[config.mk]
export PLATFORM = sky130hd
export DESIGN_NAME = ft_recovery_ctrl_flat
export DESIGN_NICKNAME = d
export VERILOG_FILES = /design/src/rtl/ft_recovery_ctrl_if.sv /design/src/rtl/ft_recovery_ctrl.sv /design/src/flat_wrapper.sv
export SDC_FILE = /design/constraint.sdc
export NUM_CORES = 1
export LEC_CHECK = 0
export CELL_PAD_IN_SITES_DETAIL_PLACEMENT = 1
export CELL_PAD_IN_SITES_GLOBAL_PLACEMENT = 1
export CORE_MARGIN = 1
export CORE_UTILIZATION = 25
export DETAILED_ROUTE_END_ITERATION = 12
export DONT_BUFFER_PORTS = 1
export HOLD_SLACK_MARGIN = 0.08
export PLACE_DENSITY = 0.44
export SYNTH_ARGS = -nofsm -noshare
export SYNTH_HDL_FRONTEND = slang
export SYNTH_SLANG_ARGS = --single-unit
[constraint.sdc]
create_clock -name clk_i -period 4.2 [get_ports clk_i]
set_input_delay 0.84 -clock clk_i [delete_from_list [all_inputs] [get_ports clk_i]]
set_output_delay 0.84 -clock clk_i [all_outputs]
set_load 0.1 [all_outputs]
[src/rtl/ft_recovery_ctrl_if.sv]
// Signal bundle between the SoC fetch/reset logic and the rollback-recovery sequencer.
// The master side is the SoC plus the cores; the slave side is the sequencer.
interface ft_recovery_ctrl_if #(
  parameter int unsigned ADDR_W    = 32,
  parameter int unsigned NREGS     = 32,
  parameter int unsigned MAX_RETRY = 3
);
  localparam int unsigned IDX_W   = $clog2(NREGS);
  localparam int unsigned RETRY_W = $clog2(MAX_RETRY + 1);

  logic                fetch_enable_i;
  logic                error_i;
  logic                commit_i;
  logic [ADDR_W-1:0]   instr_addr_i;
  logic                fetch_enable_o;
  logic                core_rst_no;
  logic [ADDR_W-1:0]   boot_addr_o;
  logic                restore_we_o;
  logic [IDX_W-1:0]    restore_addr_o;
  logic                recovering_o;
  logic [RETRY_W-1:0]  retry_cnt_o;
  logic                fatal_o;

  modport master (
    output fetch_enable_i, error_i, commit_i, instr_addr_i,
    input  fetch_enable_o, core_rst_no, boot_addr_o, restore_we_o,
    input  restore_addr_o, recovering_o, retry_cnt_o, fatal_o
  );

  modport slave (
    input  fetch_enable_i, error_i, commit_i, instr_addr_i,
    output fetch_enable_o, core_rst_no, boot_addr_o, restore_we_o,
    output restore_addr_o, recovering_o, retry_cnt_o, fatal_o
  );
endinterface

[src/rtl/ft_recovery_ctrl.sv]
// Rollback-recovery sequencer for the lockstep core pair: keeps a committed-PC checkpoint,
// and on a lockstep error drains, resets the cores, replays the shadow registers, and restarts.
module ft_recovery_ctrl #(
  parameter int unsigned       ADDR_W       = 32,
  parameter int unsigned       NREGS        = 32,
  parameter int unsigned       DRAIN_CYCLES = 4,
  parameter int unsigned       RST_CYCLES   = 2,
  parameter int unsigned       MAX_RETRY    = 3,
  parameter logic [ADDR_W-1:0] BOOT_ADDR    = 32'h0000_0080
) (
  input logic               clk_i,
  input logic               rst_ni,
  ft_recovery_ctrl_if.slave bus
);

  localparam int unsigned IDX_W   = $clog2(NREGS);
  localparam int unsigned RETRY_W = $clog2(MAX_RETRY + 1);
  localparam int unsigned CNT_MAX = (DRAIN_CYCLES > RST_CYCLES) ? DRAIN_CYCLES : RST_CYCLES;
  localparam int unsigned CNT_W   = $clog2(CNT_MAX + 1);

  localparam logic [CNT_W-1:0]   DRAIN_LAST = CNT_W'(DRAIN_CYCLES - 1);
  localparam logic [CNT_W-1:0]   RST_LAST   = CNT_W'(RST_CYCLES - 1);
  localparam logic [IDX_W-1:0]   IDX_LAST   = IDX_W'(NREGS - 1);
  localparam logic [RETRY_W-1:0] RETRY_MAX  = RETRY_W'(MAX_RETRY);

  typedef enum logic [2:0] {
    ST_IDLE    = 3'd0,
    ST_RUN     = 3'd1,
    ST_DRAIN   = 3'd2,
    ST_RESET   = 3'd3,
    ST_RESTORE = 3'd4,
    ST_RESUME  = 3'd5,
    ST_FATAL   = 3'd6
  } state_e;

  state_e              state_r, state_s;
  logic [CNT_W-1:0]    cnt_r, cnt_s;
  logic [IDX_W-1:0]    idx_r, idx_s;
  logic [ADDR_W-1:0]   ckpt_r, ckpt_s;
  logic [RETRY_W-1:0]  retry_r, retry_s;

  logic                run_r, run_s;
  logic                core_rst_n_r, core_rst_n_s;
  logic                restore_we_r, restore_we_s;
  logic [IDX_W-1:0]    restore_addr_r, restore_addr_s;
  logic                recovering_r, recovering_s;
  logic                fatal_r, fatal_s;

  // Next-state, counter, checkpoint and retry bookkeeping.
  always_comb begin
    state_s = state_r;
    cnt_s   = cnt_r;
    idx_s   = idx_r;
    ckpt_s  = ckpt_r;
    retry_s = retry_r;
    case (state_r)
      ST_IDLE: begin
        if (bus.fetch_enable_i) begin
          state_s = ST_RUN;
        end else begin
          state_s = ST_IDLE;
        end
      end
      ST_RUN: begin
        // An error outranks a same-cycle commit so the suspect PC never becomes the checkpoint.
        if (bus.error_i) begin
          if (retry_r == RETRY_MAX) begin
            state_s = ST_FATAL;
          end else begin
            state_s = ST_DRAIN;
            retry_s = retry_r + RETRY_W'(1);
            cnt_s   = '0;
          end
        end else if (bus.commit_i) begin
          ckpt_s  = bus.instr_addr_i;
          retry_s = '0;
        end else begin
          state_s = ST_RUN;
        end
      end
      ST_DRAIN: begin
        if (cnt_r == DRAIN_LAST) begin
          state_s = ST_RESET;
          cnt_s   = '0;
        end else begin
          cnt_s = cnt_r + CNT_W'(1);
        end
      end
      ST_RESET: begin
        if (cnt_r == RST_LAST) begin
          state_s = ST_RESTORE;
          cnt_s   = '0;
          idx_s   = IDX_W'(1);
        end else begin
          cnt_s = cnt_r + CNT_W'(1);
        end
      end
      ST_RESTORE: begin
        if (idx_r == IDX_LAST) begin
          state_s = ST_RESUME;
          idx_s   = '0;
        end else begin
          idx_s = idx_r + IDX_W'(1);
        end
      end
      ST_RESUME: begin
        if (bus.fetch_enable_i) begin
          state_s = ST_RUN;
        end else begin
          state_s = ST_IDLE;
        end
      end
      ST_FATAL: begin
        state_s = ST_FATAL;
      end
      default: begin
        state_s = ST_FATAL;
      end
    endcase
  end

  // Output decode from the upcoming state so every output leaves a flop.
  always_comb begin
    run_s          = 1'b0;
    core_rst_n_s   = 1'b1;
    restore_we_s   = 1'b0;
    restore_addr_s = '0;
    recovering_s   = 1'b0;
    fatal_s        = 1'b0;
    case (state_s)
      ST_IDLE: begin
        core_rst_n_s = 1'b1;
      end
      ST_RUN: begin
        run_s = 1'b1;
      end
      ST_DRAIN: begin
        recovering_s = 1'b1;
      end
      ST_RESET: begin
        recovering_s = 1'b1;
        core_rst_n_s = 1'b0;
      end
      ST_RESTORE: begin
        recovering_s   = 1'b1;
        restore_we_s   = 1'b1;
        restore_addr_s = idx_s;
      end
      ST_RESUME: begin
        recovering_s = 1'b1;
      end
      ST_FATAL: begin
        core_rst_n_s = 1'b0;
        fatal_s      = 1'b1;
      end
      default: begin
        core_rst_n_s = 1'b0;
        fatal_s      = 1'b1;
      end
    endcase
  end

  // Sequencer state, counters and checkpoint registers.
  always_ff @(posedge clk_i or negedge rst_ni) begin
    if (!rst_ni) begin
      state_r <= ST_IDLE;
      cnt_r   <= '0;
      idx_r   <= '0;
      ckpt_r  <= BOOT_ADDR;
      retry_r <= '0;
    end else begin
      state_r <= state_s;
      cnt_r   <= cnt_s;
      idx_r   <= idx_s;
      ckpt_r  <= ckpt_s;
      retry_r <= retry_s;
    end
  end

  // Registered outputs.
  always_ff @(posedge clk_i or negedge rst_ni) begin
    if (!rst_ni) begin
      run_r          <= 1'b0;
      core_rst_n_r   <= 1'b0;
      restore_we_r   <= 1'b0;
      restore_addr_r <= '0;
      recovering_r   <= 1'b0;
      fatal_r        <= 1'b0;
    end else begin
      run_r          <= run_s;
      core_rst_n_r   <= core_rst_n_s;
      restore_we_r   <= restore_we_s;
      restore_addr_r <= restore_addr_s;
      recovering_r   <= recovering_s;
      fatal_r        <= fatal_s;
    end
  end

  // In RUN the SoC enable passes straight through so a fetch stop is not delayed a cycle.
  assign bus.fetch_enable_o = run_r & bus.fetch_enable_i;
  assign bus.core_rst_no    = core_rst_n_r;
  assign bus.boot_addr_o    = ckpt_r;
  assign bus.restore_we_o   = restore_we_r;
  assign bus.restore_addr_o = restore_addr_r;
  assign bus.recovering_o   = recovering_r;
  assign bus.retry_cnt_o    = retry_r;
  assign bus.fatal_o        = fatal_r;

endmodule

[src/flat_wrapper.sv]
// flat-port wrapper written by rule: the top's interface ports become plain ports
module ft_recovery_ctrl_flat 
#(
  parameter int unsigned       ADDR_W       = 32,
  parameter int unsigned       NREGS        = 32,
  parameter int unsigned       DRAIN_CYCLES = 4,
  parameter int unsigned       RST_CYCLES   = 2,
  parameter int unsigned       MAX_RETRY    = 3,
  parameter logic [ADDR_W-1:0] BOOT_ADDR    = 32'h0000_0080
)
  (clk_i, rst_ni, bus_fetch_enable_i, bus_error_i, bus_commit_i, bus_instr_addr_i, bus_fetch_enable_o, bus_core_rst_no, bus_boot_addr_o, bus_restore_we_o, bus_restore_addr_o, bus_recovering_o, bus_retry_cnt_o, bus_fatal_o);
  ft_recovery_ctrl_if #(.ADDR_W(ADDR_W), .NREGS(NREGS), .MAX_RETRY(MAX_RETRY)) bus_i ();
  input logic clk_i;
  input logic rst_ni;
  input wire logic [$bits(bus_i.fetch_enable_i)-1:0] bus_fetch_enable_i;
  input wire logic [$bits(bus_i.error_i)-1:0] bus_error_i;
  input wire logic [$bits(bus_i.commit_i)-1:0] bus_commit_i;
  input wire logic [$bits(bus_i.instr_addr_i)-1:0] bus_instr_addr_i;
  output wire logic [$bits(bus_i.fetch_enable_o)-1:0] bus_fetch_enable_o;
  output wire logic [$bits(bus_i.core_rst_no)-1:0] bus_core_rst_no;
  output wire logic [$bits(bus_i.boot_addr_o)-1:0] bus_boot_addr_o;
  output wire logic [$bits(bus_i.restore_we_o)-1:0] bus_restore_we_o;
  output wire logic [$bits(bus_i.restore_addr_o)-1:0] bus_restore_addr_o;
  output wire logic [$bits(bus_i.recovering_o)-1:0] bus_recovering_o;
  output wire logic [$bits(bus_i.retry_cnt_o)-1:0] bus_retry_cnt_o;
  output wire logic [$bits(bus_i.fatal_o)-1:0] bus_fatal_o;
  assign bus_i.fetch_enable_i = bus_fetch_enable_i;
  assign bus_i.error_i = bus_error_i;
  assign bus_i.commit_i = bus_commit_i;
  assign bus_i.instr_addr_i = bus_instr_addr_i;
  assign bus_fetch_enable_o = bus_i.fetch_enable_o;
  assign bus_core_rst_no = bus_i.core_rst_no;
  assign bus_boot_addr_o = bus_i.boot_addr_o;
  assign bus_restore_we_o = bus_i.restore_we_o;
  assign bus_restore_addr_o = bus_i.restore_addr_o;
  assign bus_recovering_o = bus_i.recovering_o;
  assign bus_retry_cnt_o = bus_i.retry_cnt_o;
  assign bus_fatal_o = bus_i.fatal_o;
  ft_recovery_ctrl #(.ADDR_W(ADDR_W), .NREGS(NREGS), .DRAIN_CYCLES(DRAIN_CYCLES), .RST_CYCLES(RST_CYCLES), .MAX_RETRY(MAX_RETRY), .BOOT_ADDR(BOOT_ADDR)) u_core (.clk_i(clk_i), .rst_ni(rst_ni), .bus(bus_i));
endmodule
==> results of run 1 <==
## cells in the final DEF (no fill, tap or decap), types with 2 or more instances in the layout
cell type,netlist,final
dfrtp_1,54,54
mux2_4,30,30
inv_1,10,10
nor2_1,10,10
o21ai_0,10,10
nand2_1,9,9
ha_1,8,8
clkbuf_8,0,5
nor2b_1,4,4
a21oi_1,4,4
o22ai_1,4,4
and2_1,4,4
a22o_1,4,4
nand3_1,3,3
nand2b_1,2,2
a31oi_1,2,2
o211ai_1,2,2
o21ai_1,2,2
mux2_2,2,2
## final cells by class
type / count / area [um^2] / area share [%]
clock inverter: 3 / 27.53 / 1.003
tap: 133 / 166.4 / 6.065
sequential: 55 / 1378 / 50.21
clock buffer: 5 / 68.82 / 2.508
timing repair buffer: 1 / 7.507 / 0.2736
multi-input combinational: 117 / 1059 / 38.58
inverter: 10 / 37.54 / 1.368
## synth_stat cells, types with 2 or more instances
cell and number:
a21oi_1 4, a22o_1 4, a31oi_1 2, and2_1 4, buf_2 2, buf_6 3, dfrtp_1 54, ha_1 8
inv_1 10, mux2_2 2, mux2_4 30, nand2_1 9, nand2b_1 2, nand3_1 3, nor2_1 10, nor2b_1 4
o211ai_1 2, o21ai_0 10, o21ai_1 2, o22ai_1 4
## cells by family after synthesis
logic type                 count (synthesis)  synth area share (%)
xor gates and xnor gates                   2                0.6915
and+or+nand+nor                           39                 9.136
buffers and inverters                     18                 3.852
DFF                                       55                 54.37
muxes                                     33                 19.06
AOI/OAI and AO/OA                         35                 8.938
adders and majority gates                  8                 3.951
## through the flow
step / area, um^2 / instances
after floorplan: 2534 / 190
after global placement: 2648 / 316
after detailed placement: 2648 / 316
after CTS: 2744 / 324
after global routing: 2744 / 324
final: 2744 / 324
## how the worst min path moves through the flow
stage	start	cells past startpoint	end
5_1_grt	rst_ni	0	u_core.bus.boot_addr_o[5]
4_1_cts	rst_ni	0	u_core.state_r[2]
3_3_place_gp	u_core.idx_r[3]	1	u_core.idx_r[3]
2_1_floorplan	u_core.idx_r[3]	1	u_core.idx_r[3]
3_5_place_dp	u_core.idx_r[3]	1	u_core.idx_r[3]
6_report	rst_ni	0	u_core.bus.boot_addr_o[5]
## registers in the layout, summed over array words and instances, names as in the netlist
name and flops:
u_core.bus.recovering_o 1, u_core.bus.restore_we_o 1, u_core.bus.fatal_o 1, u_core.bus.restore_addr_o 5
u_core.bus.retry_cnt_o 2, u_core.bus.core_rst_no 1, u_core.state_r 3, u_core.idx_r 5
u_core.cnt_r 3, u_core.run_r 1, u_core.bus.boot_addr_o 32
## per-layer routing
metal	vias to the layer above	track usage, %	routed length, um
li1	667	-	-
met1	713	13.53	2466
met2	57	13.85	2271
met3	6	2.915	390
met4	0	3.626	79
met5	-	0	0
==> run_results.csv, run 1 <==
group,metric,value,unit
synthesis,synth_area_leaders,"dfrtp_1, mux2_4, ha_1",
hold_path,hp-class,"in2async",
setup_path,crit_start,"bus_fetch_enable_i",
synthesis,synthArstFlopShare,100.0,%
clock_tree,cts_buffer_depth,2,
finish,layout-drive-gt1-share,23.04,%
setup_path,r2r_cells,3,
synthesis,ys_ff_latch,55,
synthesis,syn-num-nets,235,
drt,vias_per_cell,4.454,
placed_design,dpl.hpwl,3574,um
drt,drt_drc_violations_left,0,
run,maxCapViolCount,0,
synthesis,synth-seq-area-share,54.37,%
sta,max_slew.worst_pin.slew,1.004,ns
placed_design,pre_cts_slack,1.743,ns
finish,n_antenna_cell,0,
sta,setup-tns-final,0,ns
clock_tree,cts_tree,"yes",
die,die_x,102.7,um
die,dieArea,0.01054,mm^2
drt,routedWlPerCell,16.07,um
sta,skew,0.01352,ns
setup_path,critPathKind,"in2out",
setup_path,crit_end,"bus_fetch_enable_o",
sta,setup-violations-final,0,
finish,layout.nets,235,
grt,grt_max_degree,56,
setup_path,critical_path_depth,1,
clock_tree,cts.htree.levels,2,
setup_path,cp_top_family,"simple AND/OR/NAND/NOR gates",
grt,grtUsageTotal,9.636,%
clock_tree,ctsHoldBuffers,0,
placed_design,place_congestion,0.6952,
setup_path,required,3.36,ns
synthesis,yosysUniqueCellTypes,41,
sta,fin_hold_ws,0.2067,ns
sta,hold_viol,0,
synthesis,ys.flop_type,"dfrtp_1",
drt,vias,1443,
grt,antenna_found_initial,0,
drt,ant_nets,0,
sta,max_freq,407.5,MHz
sta,worst_slack,1.746,ns
setup_path,end_kind,"primary output",
clock_tree,cts_buffers,5,
grt,first_global_vias,1465,
die,start_util,25.80,%
setup_path,worstReg2RegEnd,"u_core.bus.boot_addr_o[11]",
drt,drtIter0Drc,48,
sta,finalMaxSlewViolations,0,
setup_path,critPathBufInv,0,
outcome,status,"finished clean",
sta,slew_headroom,33.51,%
die,io-pin-count,81,
clock_tree,clk_pin_slew,0.11,ns
clock_tree,clock_latency,0.31,ns
synthesis,synthCells,190,
drt,wl,5208,um
setup_path,start_kind,"primary input",
synthesis,synth_edf_count,0,
setup_path,cpPeakStageDelay,0.77,ns
setup_path,critPathMaxFanout,3,
clock_tree,cts.sinks,55,
synthesis,synth_top_area_share,53.33,%
die,num_rows,36,
setup_path,cp.arrival,1.61,ns
clock_tree,clock-root-buffer,"clkbuf_8",
synthesis,synth_top_area_cell,"dfrtp_1",
drt,first_pass_iters,4,
placed_design,io_buffers,0,
setup_path,r2r_start,"u_core.state_r[0]",
clock_tree,cts_setup_buffers,0,
finish,area_delta_synth_final,8.296,%
setup_path,r2r_slack,1.96,ns
synthesis,synth_area,0.002534,mm^2
setup_path,cp_slowest_cell,"and2_1",
sta,rsz0062_at_grt,"no",
finish,fillCellCount,1113,
sta,fin_crit_sh,58.43,%
setup_path,path_cells,"and2_1",
die,core,0.009819,mm^2
finish,post-route-util,27.94,%
grt,grt_pass1_wl,7686,um
synthesis,yosysWarnings,0,
clock_tree,ctsResizeCount,0,
die,die_y,102.7,um
synthesis,synth.avg_cell_area,13.34,um^2
grt,grt-ovfl-total,0,
sta,fin_crit,2.454,ns
Power of run 1 is left out: the tool's default activity adds up to more than one toggle a clock period on the data nets, which glitch-free logic cannot reach.
==> run 2: changes to the inputs <==
--- a/config.mk
+++ b/config.mk
@@ -12,7 +12,7 @@
 export DETAILED_ROUTE_END_ITERATION = 12
 export DONT_BUFFER_PORTS = 1
 export HOLD_SLACK_MARGIN = 0.08
-export PLACE_DENSITY = 0.44
+export PLACE_DENSITY = 0.46
 export SYNTH_ARGS = -nofsm -noshare
 export SYNTH_HDL_FRONTEND = slang
 export SYNTH_SLANG_ARGS = --single-unit
==> constraint.sdc (replaced) <==
create_clock -name clk_i -period 2.2 [get_ports clk_i]
set_input_delay 0.44 -clock clk_i [delete_from_list [all_inputs] [get_ports clk_i]]
set_output_delay 0.44 -clock clk_i [all_outputs]
set_load 0.1 [all_outputs]
==> run_results.csv, run 2 (same netlist as run 1, synthesis figures left out) <==
group,metric,value,unit
setup_path,cp.arrival,2.22,ns
drt,ant_nets,0,
drt,vias_per_cell,4.460,
finish,layout_commonest_cell,"dfrtp_1",
setup_path,r2r_cells,7,
clock_tree,cts.htree.levels,2,
sta,slew_headroom,39.07,%
drt,drtIter0Drc,46,
clock_tree,clk_pin_slew,0.11,ns
run,maxCapViolCount,0,
die,core,0.009819,mm^2
setup_path,start_kind,"flop",
die,die_y,102.7,um
clock_tree,clock_latency,0.32,ns
setup_path,r2r_start,"u_core.idx_r[1]",
placed_design,placed_area,0.002773,mm^2
sta,rsz0062_at_grt,"no",
die,io-pin-count,81,
clock_tree,cts_buffer_depth,2,
drt,routedWlPerCell,15.33,um
sta,setup-tns-final,0,ns
die,dieArea,0.01054,mm^2
placed_design,dpl.hpwl,3545,um
finish,seq_area,0.001378,mm^2
sta,skew,0.01243,ns
grt,grtUsageTotal,9.657,%
finish,largest_reg_flops,32,
sta,hold_viol,0,
sta,max_slew.worst_pin.slew,0.9140,ns
sta,max_freq,499.5,MHz
grt,first_global_vias,1545,
setup_path,end_kind,"flop",
setup_path,r2r_slack,0.20,ns
setup_path,critPathKind,"reg2reg",
drt,wl,5229,um
hold_path,hold_end,"u_core.bus.retry_cnt_o[1]",
finish,area_delta_synth_final,14.67,%
sta,fin_crit,2.002,ns
die,num_rows,36,
setup_path,path_cells,"ha_1, and3_1, ha_1, or4b_4, nor2b_1, o21ai_0, o31ai_1",
setup_path,cpMostUsedCell,"ha_1",
setup_path,cpPeakStageDelay,0.54,ns
sta,fin_hold_ws,0.2479,ns
setup_path,required,2.42,ns
placed_design,io_buffers,0,
setup_path,cp_slowest_cell,"or4b_4",
setup_path,critPathMaxFanout,7,
die,start_util,25.80,%
sta,finalMaxSlewViolations,0,
finish,layout.nets,252,
finish,layout-drive-gt1-share,29.33,%
finish,multi_input_area,0.001062,mm^2
hold_path,hp-class,"in2reg",
grt,grt_max_degree,56,
sta,fin_crit_sh,90.99,%
die,die_x,102.7,um
grt,grt-ovfl-total,0,
clock_tree,clock-root-buffer,"clkbuf_8",
clock_tree,cts.sinks,55,
clock_tree,cts_tree,"yes",
hold_path,min_delay_path_depth,1,
sta,setup-violations-final,0,
drt,vias,1521,
finish,postLayoutCellArea,0.002905,mm^2
finish,fillCellCount,1115,
finish,layout_common_cells,"dfrtp_1, mux2_4, buf_4",
grt,antenna_found_initial,0,
placed_design,dp.cells,331,
drt,drt_drc_violations_left,0,
placed_design,place_congestion,0.7176,
setup_path,worstReg2RegEnd,"u_core.idx_r[3]",
hold_path,min_from,"bus_error_i",
drt,first_pass_iters,2,
outcome,status,"finished clean",
clock_tree,cts_buffers,5,
finish,final_cells,341,
finish,n_antenna_cell,0,
grt,grt_pass1_wl,7845,um
## run 2: worst max-delay path by stage
stage,to,start,cells after the start,slack [ns]
5_1_grt,u_core.idx_r[3],u_core.idx_r[1],7,0.08
2_1_floorplan,u_core.idx_r[3],u_core.idx_r[0],8,0.24
3_3_place_gp,u_core.idx_r[3],u_core.idx_r[1],7,0.19
3_5_place_dp,u_core.idx_r[3],u_core.idx_r[1],7,0.10
4_1_cts,u_core.idx_r[3],u_core.idx_r[1],7,0.08
6_report,u_core.idx_r[3],u_core.idx_r[1],7,0.20
## run 2: through the flow
step	utilization (%)	setup WS [ns]
floorplan	-	0.2413
global placement	28.24	0.1884
detailed placement	28.24	0.1049
CTS	29.55	0.08146
global route	29.59	0.07608
finish	29.59	0.1981
## run 2: final cells by class
class                   instances  area share [%]
flip-flops and latches         55           47.42
multi-input cells             117           36.56
repair buffers                 18           5.857
well taps                     133           5.728
clock buffers                   5           2.369
inverters                      10           1.292
clock inverters                 3          0.7752
## run 2: what timing repair did
action                                 4_1_cts  5_1_grt
resized for setup                            0        1
hold buffers                                 2        0
setup endpoints to repair                    0        1
setup buffers                                0        0
endpoints found under the hold margin       55        0
## run 2: critical path, delay by kind of cell, from the launching register on
kind,cells,cell delay (ns)
and+or+nand+nor,3,0.87
DFF,1,0.43
AOI/OAI and AO/OA,2,0.16
adders and majority gates,2,0.45
## run 2: per-layer routing
| metal | track usage, % | wire length [um] | vias up |
|---|---|---|---|
| li1 | - | - | 699 |
| met1 | 13.45 | 2474 | 772 |
| met2 | 14.56 | 2365 | 44 |
| met3 | 2.169 | 313 | 6 |
| met4 | 3.626 | 76 | 0 |
| met5 | 0 | 0 | - |
Power of run 2 is left out for the same reason.
